**src/rtl/ethernet_encapsulation_if.sv**
```systemverilog
// Packet-buffer / GMII signal bundle for ethernet_encapsulation.
// slave: the encapsulator side; master: the packet source / GMII sink side.
interface ethernet_encapsulation_if;
  logic        eth_tx_en;
  logic        pct_qued;
  logic [10:0] pct_len;
  logic [7:0]  ff_out_data_in;
  logic        bf_in_r_en;
  logic [7:0]  gmii_tx_d;
  logic        gmii_tx_en;
  logic        gmii_tx_er;
  logic        busy;
  logic        pct_txed;
  logic        len_err;

  modport slave (
    input  eth_tx_en, pct_qued, pct_len, ff_out_data_in,
    output bf_in_r_en, gmii_tx_d, gmii_tx_en, gmii_tx_er, busy, pct_txed, len_err
  );

  modport master (
    output eth_tx_en, pct_qued, pct_len, ff_out_data_in,
    input  bf_in_r_en, gmii_tx_d, gmii_tx_en, gmii_tx_er, busy, pct_txed, len_err
  );
endinterface

```
**src/rtl/ethernet_encapsulation.sv**
```systemverilog
// Ethernet II framer: preamble/SFD, MACs, length, FWFT payload, pad, CRC-32 FCS, IFG.
// Define ETH_TX_PAD_EN to zero-pad short payloads to 46 bytes instead of rejecting them.
module ethernet_encapsulation #(
  parameter logic [47:0] destination_mac_addr = 48'h023528fbdd66,
  parameter logic [47:0] source_mac_addr      = 48'h072227acdb65,
  parameter int unsigned IFG_BYTES            = 12
) (
  input  logic                    eth_tx_clk,
  input  logic                    eth_rst,
  ethernet_encapsulation_if.slave bus
);

  typedef enum logic [3:0] {
    IDLE, PREAMBLE, SFD, DEST, SRC, LEN, PAYLOAD, PAD, FCS, IFG
  } state_t;

  localparam logic [10:0] MAX_LEN = 11'd1500;
  localparam logic [10:0] MIN_LEN = 11'd46;
  // The IDLE cycle in which the next start is sampled supplies the last gap cycle.
  localparam logic [10:0] IFG_LAST = (IFG_BYTES > 1) ? 11'(IFG_BYTES - 2) : '0;

  state_t      state_q, state_d;
  logic [10:0] cnt_q, cnt_d;
  logic [10:0] len_q, len_d;
  logic [10:0] pad_q, pad_d;
  logic [31:0] crc_q, crc_d;
  logic [7:0]  tx_d_q, tx_d_d;
  logic        tx_en_q, tx_en_d;
  logic        txed_q, txed_d;
  logic        len_err_q, len_err_d;
  logic        len_bad;
  logic [10:0] pad_calc;
  logic [31:0] fcs_sh;

  function automatic logic [31:0] crc32_byte(input logic [31:0] crc, input logic [7:0] data);
    logic [31:0] c;
    c = crc ^ {24'h0, data};
    for (int unsigned i = 0; i < 8; i++)
      c = c[0] ? ((c >> 1) ^ 32'hEDB88320) : (c >> 1);
    return c;
  endfunction

  function automatic logic [7:0] mac_byte(input logic [47:0] mac, input logic [10:0] idx);
    logic [47:0] sh;
    sh = mac << {idx, 3'b000};
    return sh[47:40];
  endfunction

  always_comb begin
    pad_calc = '0;
    len_bad  = (bus.pct_len > MAX_LEN);
`ifdef ETH_TX_PAD_EN
    if (bus.pct_len < MIN_LEN) pad_calc = MIN_LEN - bus.pct_len;
`else
    if (bus.pct_len < MIN_LEN) len_bad = 1'b1;
`endif
  end

  always_comb begin
    state_d   = state_q;
    cnt_d     = cnt_q + 11'd1;
    len_d     = len_q;
    pad_d     = pad_q;
    len_err_d = 1'b0;
    case (state_q)
      IDLE: begin
        cnt_d = '0;
        if (bus.eth_tx_en && bus.pct_qued) begin
          if (len_bad) begin
            len_err_d = 1'b1;
          end else begin
            state_d = PREAMBLE;
            len_d   = bus.pct_len;
            pad_d   = pad_calc;
          end
        end
      end
      PREAMBLE: if (cnt_q == 11'd6) begin state_d = SFD; cnt_d = '0; end
      SFD:      begin state_d = DEST; cnt_d = '0; end
      DEST:     if (cnt_q == 11'd5) begin state_d = SRC; cnt_d = '0; end
      SRC:      if (cnt_q == 11'd5) begin state_d = LEN; cnt_d = '0; end
      LEN: if (cnt_q == 11'd1) begin
        cnt_d   = '0;
        state_d = (len_q != '0) ? PAYLOAD : ((pad_q != '0) ? PAD : FCS);
      end
      PAYLOAD: if (cnt_q == len_q - 11'd1) begin
        cnt_d   = '0;
        state_d = (pad_q != '0) ? PAD : FCS;
      end
      PAD: if (cnt_q == pad_q - 11'd1) begin state_d = FCS; cnt_d = '0; end
      FCS: if (cnt_q == 11'd3) begin
        cnt_d   = '0;
        state_d = (IFG_BYTES > 1) ? IFG : IDLE;
      end
      IFG: if (cnt_q == IFG_LAST) begin state_d = IDLE; cnt_d = '0; end
      default: begin state_d = IDLE; cnt_d = '0; end
    endcase
  end

  // Output bytes are decoded from the next state so the registered GMII lines
  // line up with the state register; the CRC folds in each byte as it is registered.
  always_comb begin
    tx_d_d  = '0;
    tx_en_d = 1'b1;
    crc_d   = crc_q;
    fcs_sh  = ~crc_q >> {cnt_d[1:0], 3'b000};
    case (state_d)
      PREAMBLE: tx_d_d = 8'h55;
      SFD:      tx_d_d = 8'hD5;
      DEST:     tx_d_d = mac_byte(destination_mac_addr, cnt_d);
      SRC:      tx_d_d = mac_byte(source_mac_addr, cnt_d);
      LEN:      tx_d_d = (cnt_d == '0) ? {5'b0, len_q[10:8]} : len_q[7:0];
      PAYLOAD:  tx_d_d = bus.ff_out_data_in;
      PAD:      tx_d_d = '0;
      FCS:      tx_d_d = fcs_sh[7:0];
      default: begin
        tx_en_d = 1'b0;
        crc_d   = '1;
      end
    endcase
    if (state_d inside {DEST, SRC, LEN, PAYLOAD, PAD}) crc_d = crc32_byte(crc_q, tx_d_d);
    txed_d = (state_d == FCS) && (cnt_d == 11'd3);
  end

  always_ff @(posedge eth_tx_clk or negedge eth_rst) begin
    if (!eth_rst) begin
      state_q   <= IDLE;
      cnt_q     <= '0;
      len_q     <= '0;
      pad_q     <= '0;
      crc_q     <= '1;
      tx_d_q    <= '0;
      tx_en_q   <= 1'b0;
      txed_q    <= 1'b0;
      len_err_q <= 1'b0;
    end else begin
      state_q   <= state_d;
      cnt_q     <= cnt_d;
      len_q     <= len_d;
      pad_q     <= pad_d;
      crc_q     <= crc_d;
      tx_d_q    <= tx_d_d;
      tx_en_q   <= tx_en_d;
      txed_q    <= txed_d;
      len_err_q <= len_err_d;
    end
  end

  assign bus.gmii_tx_d  = tx_d_q;
  assign bus.gmii_tx_en = tx_en_q;
  assign bus.gmii_tx_er = 1'b0;
  assign bus.pct_txed   = txed_q;
  assign bus.len_err    = len_err_q;
  assign bus.busy       = (state_q != IDLE);
  assign bus.bf_in_r_en = (state_d == PAYLOAD);

endmodule

```
**src/flat_wrapper.sv**
```systemverilog
// flat-port wrapper written by rule: the top's interface ports become plain ports
module ethernet_encapsulation_flat 
#(
  parameter logic [47:0] destination_mac_addr = 48'h023528fbdd66,
  parameter logic [47:0] source_mac_addr      = 48'h072227acdb65,
  parameter int unsigned IFG_BYTES            = 12
)
  (eth_tx_clk, eth_rst, bus_eth_tx_en, bus_pct_qued, bus_pct_len, bus_ff_out_data_in, bus_bf_in_r_en, bus_gmii_tx_d, bus_gmii_tx_en, bus_gmii_tx_er, bus_busy, bus_pct_txed, bus_len_err);
  ethernet_encapsulation_if bus_i ();
  input  logic eth_tx_clk;
  input  logic eth_rst;
  input wire logic [$bits(bus_i.eth_tx_en)-1:0] bus_eth_tx_en;
  input wire logic [$bits(bus_i.pct_qued)-1:0] bus_pct_qued;
  input wire logic [$bits(bus_i.pct_len)-1:0] bus_pct_len;
  input wire logic [$bits(bus_i.ff_out_data_in)-1:0] bus_ff_out_data_in;
  output wire logic [$bits(bus_i.bf_in_r_en)-1:0] bus_bf_in_r_en;
  output wire logic [$bits(bus_i.gmii_tx_d)-1:0] bus_gmii_tx_d;
  output wire logic [$bits(bus_i.gmii_tx_en)-1:0] bus_gmii_tx_en;
  output wire logic [$bits(bus_i.gmii_tx_er)-1:0] bus_gmii_tx_er;
  output wire logic [$bits(bus_i.busy)-1:0] bus_busy;
  output wire logic [$bits(bus_i.pct_txed)-1:0] bus_pct_txed;
  output wire logic [$bits(bus_i.len_err)-1:0] bus_len_err;
  assign bus_i.eth_tx_en = bus_eth_tx_en;
  assign bus_i.pct_qued = bus_pct_qued;
  assign bus_i.pct_len = bus_pct_len;
  assign bus_i.ff_out_data_in = bus_ff_out_data_in;
  assign bus_bf_in_r_en = bus_i.bf_in_r_en;
  assign bus_gmii_tx_d = bus_i.gmii_tx_d;
  assign bus_gmii_tx_en = bus_i.gmii_tx_en;
  assign bus_gmii_tx_er = bus_i.gmii_tx_er;
  assign bus_busy = bus_i.busy;
  assign bus_pct_txed = bus_i.pct_txed;
  assign bus_len_err = bus_i.len_err;
  ethernet_encapsulation #(.destination_mac_addr(destination_mac_addr), .source_mac_addr(source_mac_addr), .IFG_BYTES(IFG_BYTES)) u_core (.eth_tx_clk(eth_tx_clk), .eth_rst(eth_rst), .bus(bus_i));
endmodule
```
**config.mk**
```make
export PLATFORM = sky130hd
export DESIGN_NAME = ethernet_encapsulation_flat
export DESIGN_NICKNAME = d
export VERILOG_FILES = /design/src/rtl/ethernet_encapsulation_if.sv /design/src/rtl/ethernet_encapsulation.sv /design/src/flat_wrapper.sv
export SDC_FILE = /design/constraint.sdc
export NUM_CORES = 1
export LEC_CHECK = 0
export ABC_AREA = 1
export BUFFER_PORTS_ARGS = -buffer_cell sky130_fd_sc_hd__buf_2
export CORE_UTILIZATION = 42
export DETAILED_ROUTE_END_ITERATION = 7
export PLACE_DENSITY = 0.71
export SLEW_MARGIN = 20
export SYNTH_ARGS = -nofsm -noshare
export SYNTH_HDL_FRONTEND = slang
export SYNTH_SLANG_ARGS = --single-unit
export TNS_END_PERCENT = 20
```
**constraint.sdc**
```tcl
create_clock -name eth_tx_clk -period 3.5 [get_ports eth_tx_clk]
set_input_delay 0.35 -clock eth_tx_clk [delete_from_list [all_inputs] [get_ports eth_tx_clk]]
set_output_delay 0.35 -clock eth_tx_clk [all_outputs]
set_load 0.03 [all_outputs]
```
==> out/results.ini, run 1 <==
[status]
status = complete, but fails checks
violations = setup timing

[cts]
cts_tree = yes
numClockSinks = 69
cts_made_buffers = 9
htree_levels = 3
clkTransAtPathRegs_ps = 50
insertion_delay_ps = 340
postCtsHoldBufs = 0
clockBufferDepth = 2
cts.root.buffer_cell = clkbuf_16

[timing]
hold_violations = 0
period_needed_ps = 3800
fin_skew_ps = 10.9
period_share_pct = 108
tightest_slew_ps = 895
timing.slew.headroom_pct = 40.3
setup_ws_ps = -295
setup_violations = 29
rsz0062_at_grt = yes
max_freq_mhz = 263
slew_violations = 0

[logic_synthesis]
synth_compound_area_share_pct = 9.34
synth.area.mux_share_pct = 0
yosys.area.top_type_share_pct = 19.1
synth.most_common_cell = nand2_1
syn_nets = 950
synth_xor_area_share_pct = 3.84
synthSimpleGateAreaFrac_pct = 45.8
ys_ff_latch = 69
synth_area_sq_mm = 0.00592
synthAdderAreaFrac_pct = 0.845
async_flop_share_pct = 100
synth_cells = 923
synthTopCellsByArea = nand2_1, dfrtp_1, dfstp_2
synth_top_family_by_area = simple AND/OR/NAND/NOR gates
synth-edff-count = 0
synth.distinct_cells = 50
netlist_top_cells_count = nand2_1, inv_1, nand3_1
yosys_most_used_dff = dfrtp_1
yosys.area.top_type = nand2_1
ys_seq_area_share_pct = 29.8
yosysWarnings = 0
syn_area_per_cell_sq_um = 6.42

[setup_path]
cp_common_cell = nand2_1
worstRegToRegCells = 25
crit_type = reg2reg
crit_family = simple AND/OR/NAND/NOR gates
reg2reg_to = u_core.crc_q[13]$_DFFE_PN1P_
reg2reg_slack_ps = -300
cp-start-kind = register
critPathRequiredTime_ps = 3770
crit_path_top_delay_cell = dfrtp_1
endpoint_kind = register
timing.rr.start = u_core.len_q[0]$_DFFE_PN0P_
critical_path.max_fanout = 6
slowest_delay_ps = 390
crit_buf_inv = 5
arrival_ps = 4070

[die]
die_h_microns = 121
ios = 37
die_w_microns = 121
initial_core_util_pct = 42.8
placeableCoreArea_sq_mm = 0.0138
rows = 43
die_area_sq_mm = 0.0146

[detailed_routing]
remaining_drc_errors = 0
drtAntennaViolNets = 0
via_per_inst = 5.40
wl_mm = 21.2
first_pass_iters = 6
wl_per_cell_microns = 16.3
vias = 7023
drt-initial-drc-count = 838

[cells_and_area]
fill_cells = 1091
drive_gt1_share_pct = 39.7
fin_nets = 1142
final_util_pct = 62.1
syn_to_final_growth_pct = 45.0
final_cell_area_sq_mm = 0.00859
seqCellArea_sq_mm = 0.00177
antenna_cells = 0
multi_input_area_sq_mm = 0.00428

[placed_design]
io_buffers = 35
place_ws_ps = -195
hpwlAfterDp_mm = 14.3
place_congestion = 0.954
place_area_sq_mm = 0.00724

[grt]
grt_overflow_total = 0
grt_first_pass_wirelength_mm = 31.6
antenna_found_initial = 0
track_usage_pct = 27.7
grt_max_degree = 70
grt_pass1_vias = 6405

[worst_hold_path]
hold_class = in2async

[flow_run]
drv_cap = 0

[cell type report]
class | instances | area share, %
multi-input cells | 702 | 49.8
inverters | 137 | 6.16
clock inverters | 2 | 0.117
flip-flops and latches | 69 | 20.6
well taps | 180 | 2.62
clock buffers | 14 | 3.07
repair buffers | 196 | 17.6
[cell families after synthesis]
logic type               after synthesis
AO/OA/AOI/OAI                         90
other                                  1
XOR/XNOR                              26
buffers and inverters                153
AND/OR/NAND/NOR                      580
flip-flops                            69
adder cells (fa/ha/maj)                4
[timing repair]
action                     in CTS  in global routing
buffers inserted               22                 10
setup endpoints to repair      27                 33
pin swaps                      43                 55
gates cloned                    1                  1
gates resized for setup        94                106
[worst reg2reg max path, delay by kind of cell, from the launching register on]
kind	cells	cell delay [ps]
XOR/XNOR	2	460
flip-flops	1	390
AND/OR/NAND/NOR	14	1770
buffers and inverters	5	560
AO/OA/AOI/OAI	4	540
[routing by layer]
layer / global-route usage [%] / up-vias / wire, microns
met1: 36.6 / 3262 / 8810
met3: 5.19 / 95 / 1810
li1: - / 3311 / -
met5: 0 / - / 0
met2: 44.2 / 355 / 9600
met4: 11.8 / 0 / 936
[layout by cell type, fill, tap and decap left out, drive strengths merged, types with 10 or more instances in the layout]
cell and n:
nor3 10, inv 136, o22ai 12, buf 195, a21oi 16, nor2 97
nand3 108, nand4 17, dfstp 32, dfrtp 37, clkbuf 15, o21ai 46
nand2 340, xor2 24
[registers in the layout (all words and copies together) (netlist names)]
signal	cells
u_core.len_q	11
u_core.cnt_q	11
u_core.bus.pct_txed	1
u_core.bus.gmii_tx_d	8
u_core.bus.gmii_tx_en	1
u_core.crc_q	32
u_core.state_q	4
u_core.bus.len_err	1
[stage by stage]
stage	hold slack, ps	setup TNS, ps	instances
floorplan	54.4	0	923
global placement	482	-2290	1250
detailed placement	485	-3660	1250
CTS	191	-1210	1289
global route	226	-17490	1300
finish	146	-5440	1300
[how the worst max path moves through the flow]
stage / slack [ps] / start / endpoint / cells after the start
floorplan: 320 / u_core.len_q[0]$_DFFE_PN0P_ / u_core.crc_q[19]$_DFFE_PN1P_ / 33
global placement: -140 / u_core.cnt_q[0]$_DFF_PN0_ / u_core.crc_q[16]$_DFFE_PN1P_ / 26
detailed placement: -200 / u_core.cnt_q[0]$_DFF_PN0_ / u_core.crc_q[19]$_DFFE_PN1P_ / 23
CTS: -90 / u_core.len_q[0]$_DFFE_PN0P_ / u_core.crc_q[20]$_DFFE_PN1P_ / 35
global route: -650 / u_core.len_q[0]$_DFFE_PN0P_ / u_core.crc_q[15]$_DFFE_PN1P_ / 32
finish: -300 / u_core.len_q[0]$_DFFE_PN0P_ / u_core.crc_q[13]$_DFFE_PN1P_ / 25
Power of run 1 is left out: the tool's default activity adds up to more than one toggle a clock period on the data nets, which glitch-free logic cannot reach.
==> run 2: changes to the inputs <==
--- a/config.mk
+++ b/config.mk
@@ -5,8 +5,8 @@
 export SDC_FILE = /design/constraint.sdc
 export NUM_CORES = 1
 export LEC_CHECK = 0
-export ABC_AREA = 1
-export BUFFER_PORTS_ARGS = -buffer_cell sky130_fd_sc_hd__buf_2
+export ABC_AREA = 0
+export BUFFER_PORTS_ARGS = -buffer_cell sky130_fd_sc_hd__clkbuf_2
 export CORE_UTILIZATION = 42
 export DETAILED_ROUTE_END_ITERATION = 7
 export PLACE_DENSITY = 0.71
==> run 2 against run 1 <==
  * The flow still finishes with violations (setup timing)
  * Flip-flop and latch count unchanged
  * Die area down 6.1%
  * Register-to-register slack worse by 640 ps
  * Critical endpoint is now u_core.crc_q[24]$_DFFE_PN1P_
  * Largest cell class unchanged
==> out/results.ini, run 2 <==
[cells_and_area]
fill_cells = 1002  ; -8.2%
fin_nets = 854  ; -25%
largest_reg_flops = 32  ; unchanged
final_cell_mix = buf_4, nor2_1, xnor2_1, nand2_1, a21oi_1
drive_gt1_share_pct = 47.8  ; +8.0 points
syn_to_final_growth_pct = 48.5
final_cell_area_sq_mm = 0.00825  ; -4.0%
top_regs = u_core.crc_q x32, u_core.cnt_q x11, u_core.len_q x11
largest_register = u_core.crc_q
final_common_cell = buf_4
antenna_cells = 0  ; unchanged

[status]
violations = setup timing
status = complete, but fails checks

[logic_synthesis]
async_flop_share_pct = 100  ; unchanged
syn_area_per_cell_sq_um = 9.15  ; +43%
synth-edff-count = 0  ; unchanged
yosys.area.top_type_share_pct = 16.7  ; -2.5 points
syn_nets = 634  ; -33%
ys_ff_latch = 69  ; unchanged
netlist_top_cells_count = nor2_1, xnor2_1, a21oi_1
synth_area_sq_mm = 0.00555  ; -6.2%
synth.most_common_cell = nor2_1
yosys.area.top_type = dfrtp_1
synth.distinct_cells = 87  ; +74%
ys_seq_area_share_pct = 31.8  ; +2.0 points
yosys_most_used_dff = dfrtp_1
synth_cells = 607  ; -34%
synthTopCellsByArea = dfrtp_1, dfstp_2, xnor2_1
yosysWarnings = 0  ; unchanged

[detailed_routing]
remaining_drc_errors = 0  ; unchanged
route.met3.wl_microns = 983  ; -46%
drtAntennaViolNets = 0  ; unchanged
via_per_inst = 5.72  ; +5.8%
first_pass_iters = 5  ; -1
drt-initial-drc-count = 403  ; -52%
met2_wirelength_mm = 9.95  ; +3.7%
routedLengthMet1_mm = 7.58  ; -14%
vias = 5735  ; -18%
top_layer = met4
wl_per_cell_microns = 19.2  ; +18%
wl_mm = 19.3  ; -8.7%

[timing]
max_freq_mhz = 225  ; -15%
slew_violations = 0  ; unchanged
holdWs_ps = 33.1  ; -113 ps
tightest_slew_ps = 655  ; -240 ps
period_needed_ps = 4440  ; +645 ps
period_share_pct = 127  ; +18 points
setup_ws_ps = -940  ; -645 ps
fin_skew_ps = 11.5  ; +0.550 ps
setup_violations = 35  ; +21%
hold_violations = 0  ; unchanged
timing.slew.headroom_pct = 55.2  ; +15 points
rsz0062_at_grt = yes

[placed_design]
hpwlAfterDp_mm = 14.1  ; -1.1%
place_area_sq_mm = 0.00738  ; +1.9%
place_congestion = 0.928  ; -2.7%
io_buffers = 35  ; unchanged

[die]
placeableCoreArea_sq_mm = 0.0128  ; -7.6%
die_h_microns = 117  ; -3.1%
die_w_microns = 117  ; -3.1%
initial_core_util_pct = 43.5  ; +0.64 points
rows = 41  ; -4.7%
die_area_sq_mm = 0.0137  ; -6.1%
ios = 37  ; unchanged

[power]
peakVddDrop_mv = 0.954
p_leak_nw = 3.68
power.density_mw_per_mm2 = 1150

[cts]
cts_made_buffers = 9  ; unchanged
insertion_delay_ps = 340  ; about the same
postCtsHoldBufs = 0  ; unchanged
numClockSinks = 69  ; unchanged
cts.root.buffer_cell = clkbuf_16
htree_levels = 3  ; unchanged
clkTransAtPathRegs_ps = 60  ; about the same
clockBufferDepth = 2  ; unchanged
cts_tree = yes

[worst_hold_path]
hold_class = in2async

[grt]
antenna_found_initial = 0  ; unchanged
grt_pass1_vias = 5772  ; -9.9%
track_usage_pct = 29.1  ; +1.3 points
grt_overflow_total = 0  ; unchanged
grt_first_pass_wirelength_mm = 29.6  ; -6.3%
grt_max_degree = 44  ; -37%

[setup_path]
critical_path.max_fanout = 6  ; unchanged
endpoint_kind = register
critPathRequiredTime_ps = 3770  ; about the same
crit_type = reg2reg
arrival_ps = 4710  ; +640 ps
cp-start-kind = register

[flow_run]
drv_cap = 0  ; unchanged

-- run 2: cell types whose count changed after synthesis, sizes merged, moves of 27 or more --
cell,change
a21oi,+27
nor2,-35
clkbuf,+27
inv,-120
nand2,-300
xnor2,+57
nand3,-90
o21ai,-29
-- run 2: timing repair --
| item | CTS | global route |
|---|---|---|
| hold endpoints to repair | 0 | 0 |
| buffers inserted | 7 | 16 |
| endpoints found under the setup margin | 36 | 38 |
| gates resized for setup | 33 | 40 |
| pin swaps | 19 | 31 |
| gates cloned | 0 | 0 |
-- run 2: cell type report --
cell class / count / area (sq um) / share of cell area [%]
clock buffer: 11 / 264 / 3.20
multi-input combinational: 483 / 4030 / 48.9
inverter: 16 / 60.1 / 0.728
clock inverter: 4 / 31.3 / 0.379
tap: 172 / 215 / 2.61
timing repair buffer: 248 / 1880 / 22.8
sequential: 69 / 1770 / 21.4
-- run 2: logic make-up after synthesis --
family                   count (synthesis)  synth area share, %
buffers and inverters                   55                 3.90
multiplexers                            21                 4.12
other                                    1               0.0675
AO/OA/AOI/OAI                          163                 22.2
flip-flops                              69                 31.8
XOR/XNOR                                90                 18.1
AND/OR/NAND/NOR                        204                 18.9
adder cells (fa/ha/maj)                  4                0.901
-- run 2: worst paths after layout --
path                                                end  slack (ps)                          from  cells past startpoint
max                        u_core.crc_q[24]$_DFFE_PN1P_        -940   u_core.len_q[1]$_DFFE_PN0P_                     16
min reg2reg                u_core.crc_q[28]$_DFFE_PN1P_         520  u_core.crc_q[28]$_DFFE_PN1P_                      2
max in group asynchronous  u_core.crc_q[10]$_DFFE_PN1P_        2420                       eth_rst                      2
min                         u_core.len_q[7]$_DFFE_PN0P_          30                       eth_rst                      1
max reg2reg                u_core.crc_q[24]$_DFFE_PN1P_        -940   u_core.len_q[1]$_DFFE_PN0P_                     16
min in group eth_tx_clk    u_core.bus.len_err$_DFF_PN0_         320                  bus_pct_qued                      3
-- run 2: per-layer routing --
metal | up-vias | track usage, %
met1 | 2831 | 33.7
met4 | 0 | 14.7
met2 | 198 | 51.9
li1 | 2651 | -
met3 | 55 | 4.79
met5 | - | 0
-- run 2: where the power goes --
group	switching (mW)	internal (mW)	total (mW)
sequential	0.249	1.12	1.37
clock	0.366	0.541	0.907
combinational	3.49	3.68	7.17
total	4.10	5.35	9.45
-- run 2: per-stage QoR --
step                      std cells  total power, mW  utilization (%)  setup WS, ps  setup TNS (ps)
after detailed placement        966             7.46             57.8          -862          -23210
after global placement          966             7.35             57.8          -823          -21430
after floorplan                 607             5.24                -         -1010          -19040
after CTS                       987             8.79             61.8          -869          -22260
final                          1003             9.45             64.6          -940          -24850
after global routing           1003             9.93             64.6         -1060          -29510
-- run 2: worst max-delay path, cell delays in order, from the launching register on --
cell and delay [ps]:
dfrtp_1 400, inv_2 80, ha_4 120, or4b_4 490, or4_4 510, a211oi_4 230, a21o_1 200, buf_4 130
and3_4 250, a21oi_4 90, a221o_1 330, o211ai_4 240, xor2_4 270, xor2_4 220, xor3_1 500, xor2_1 170
a21oi_1 140
Power figures use the tool's default switching activity.
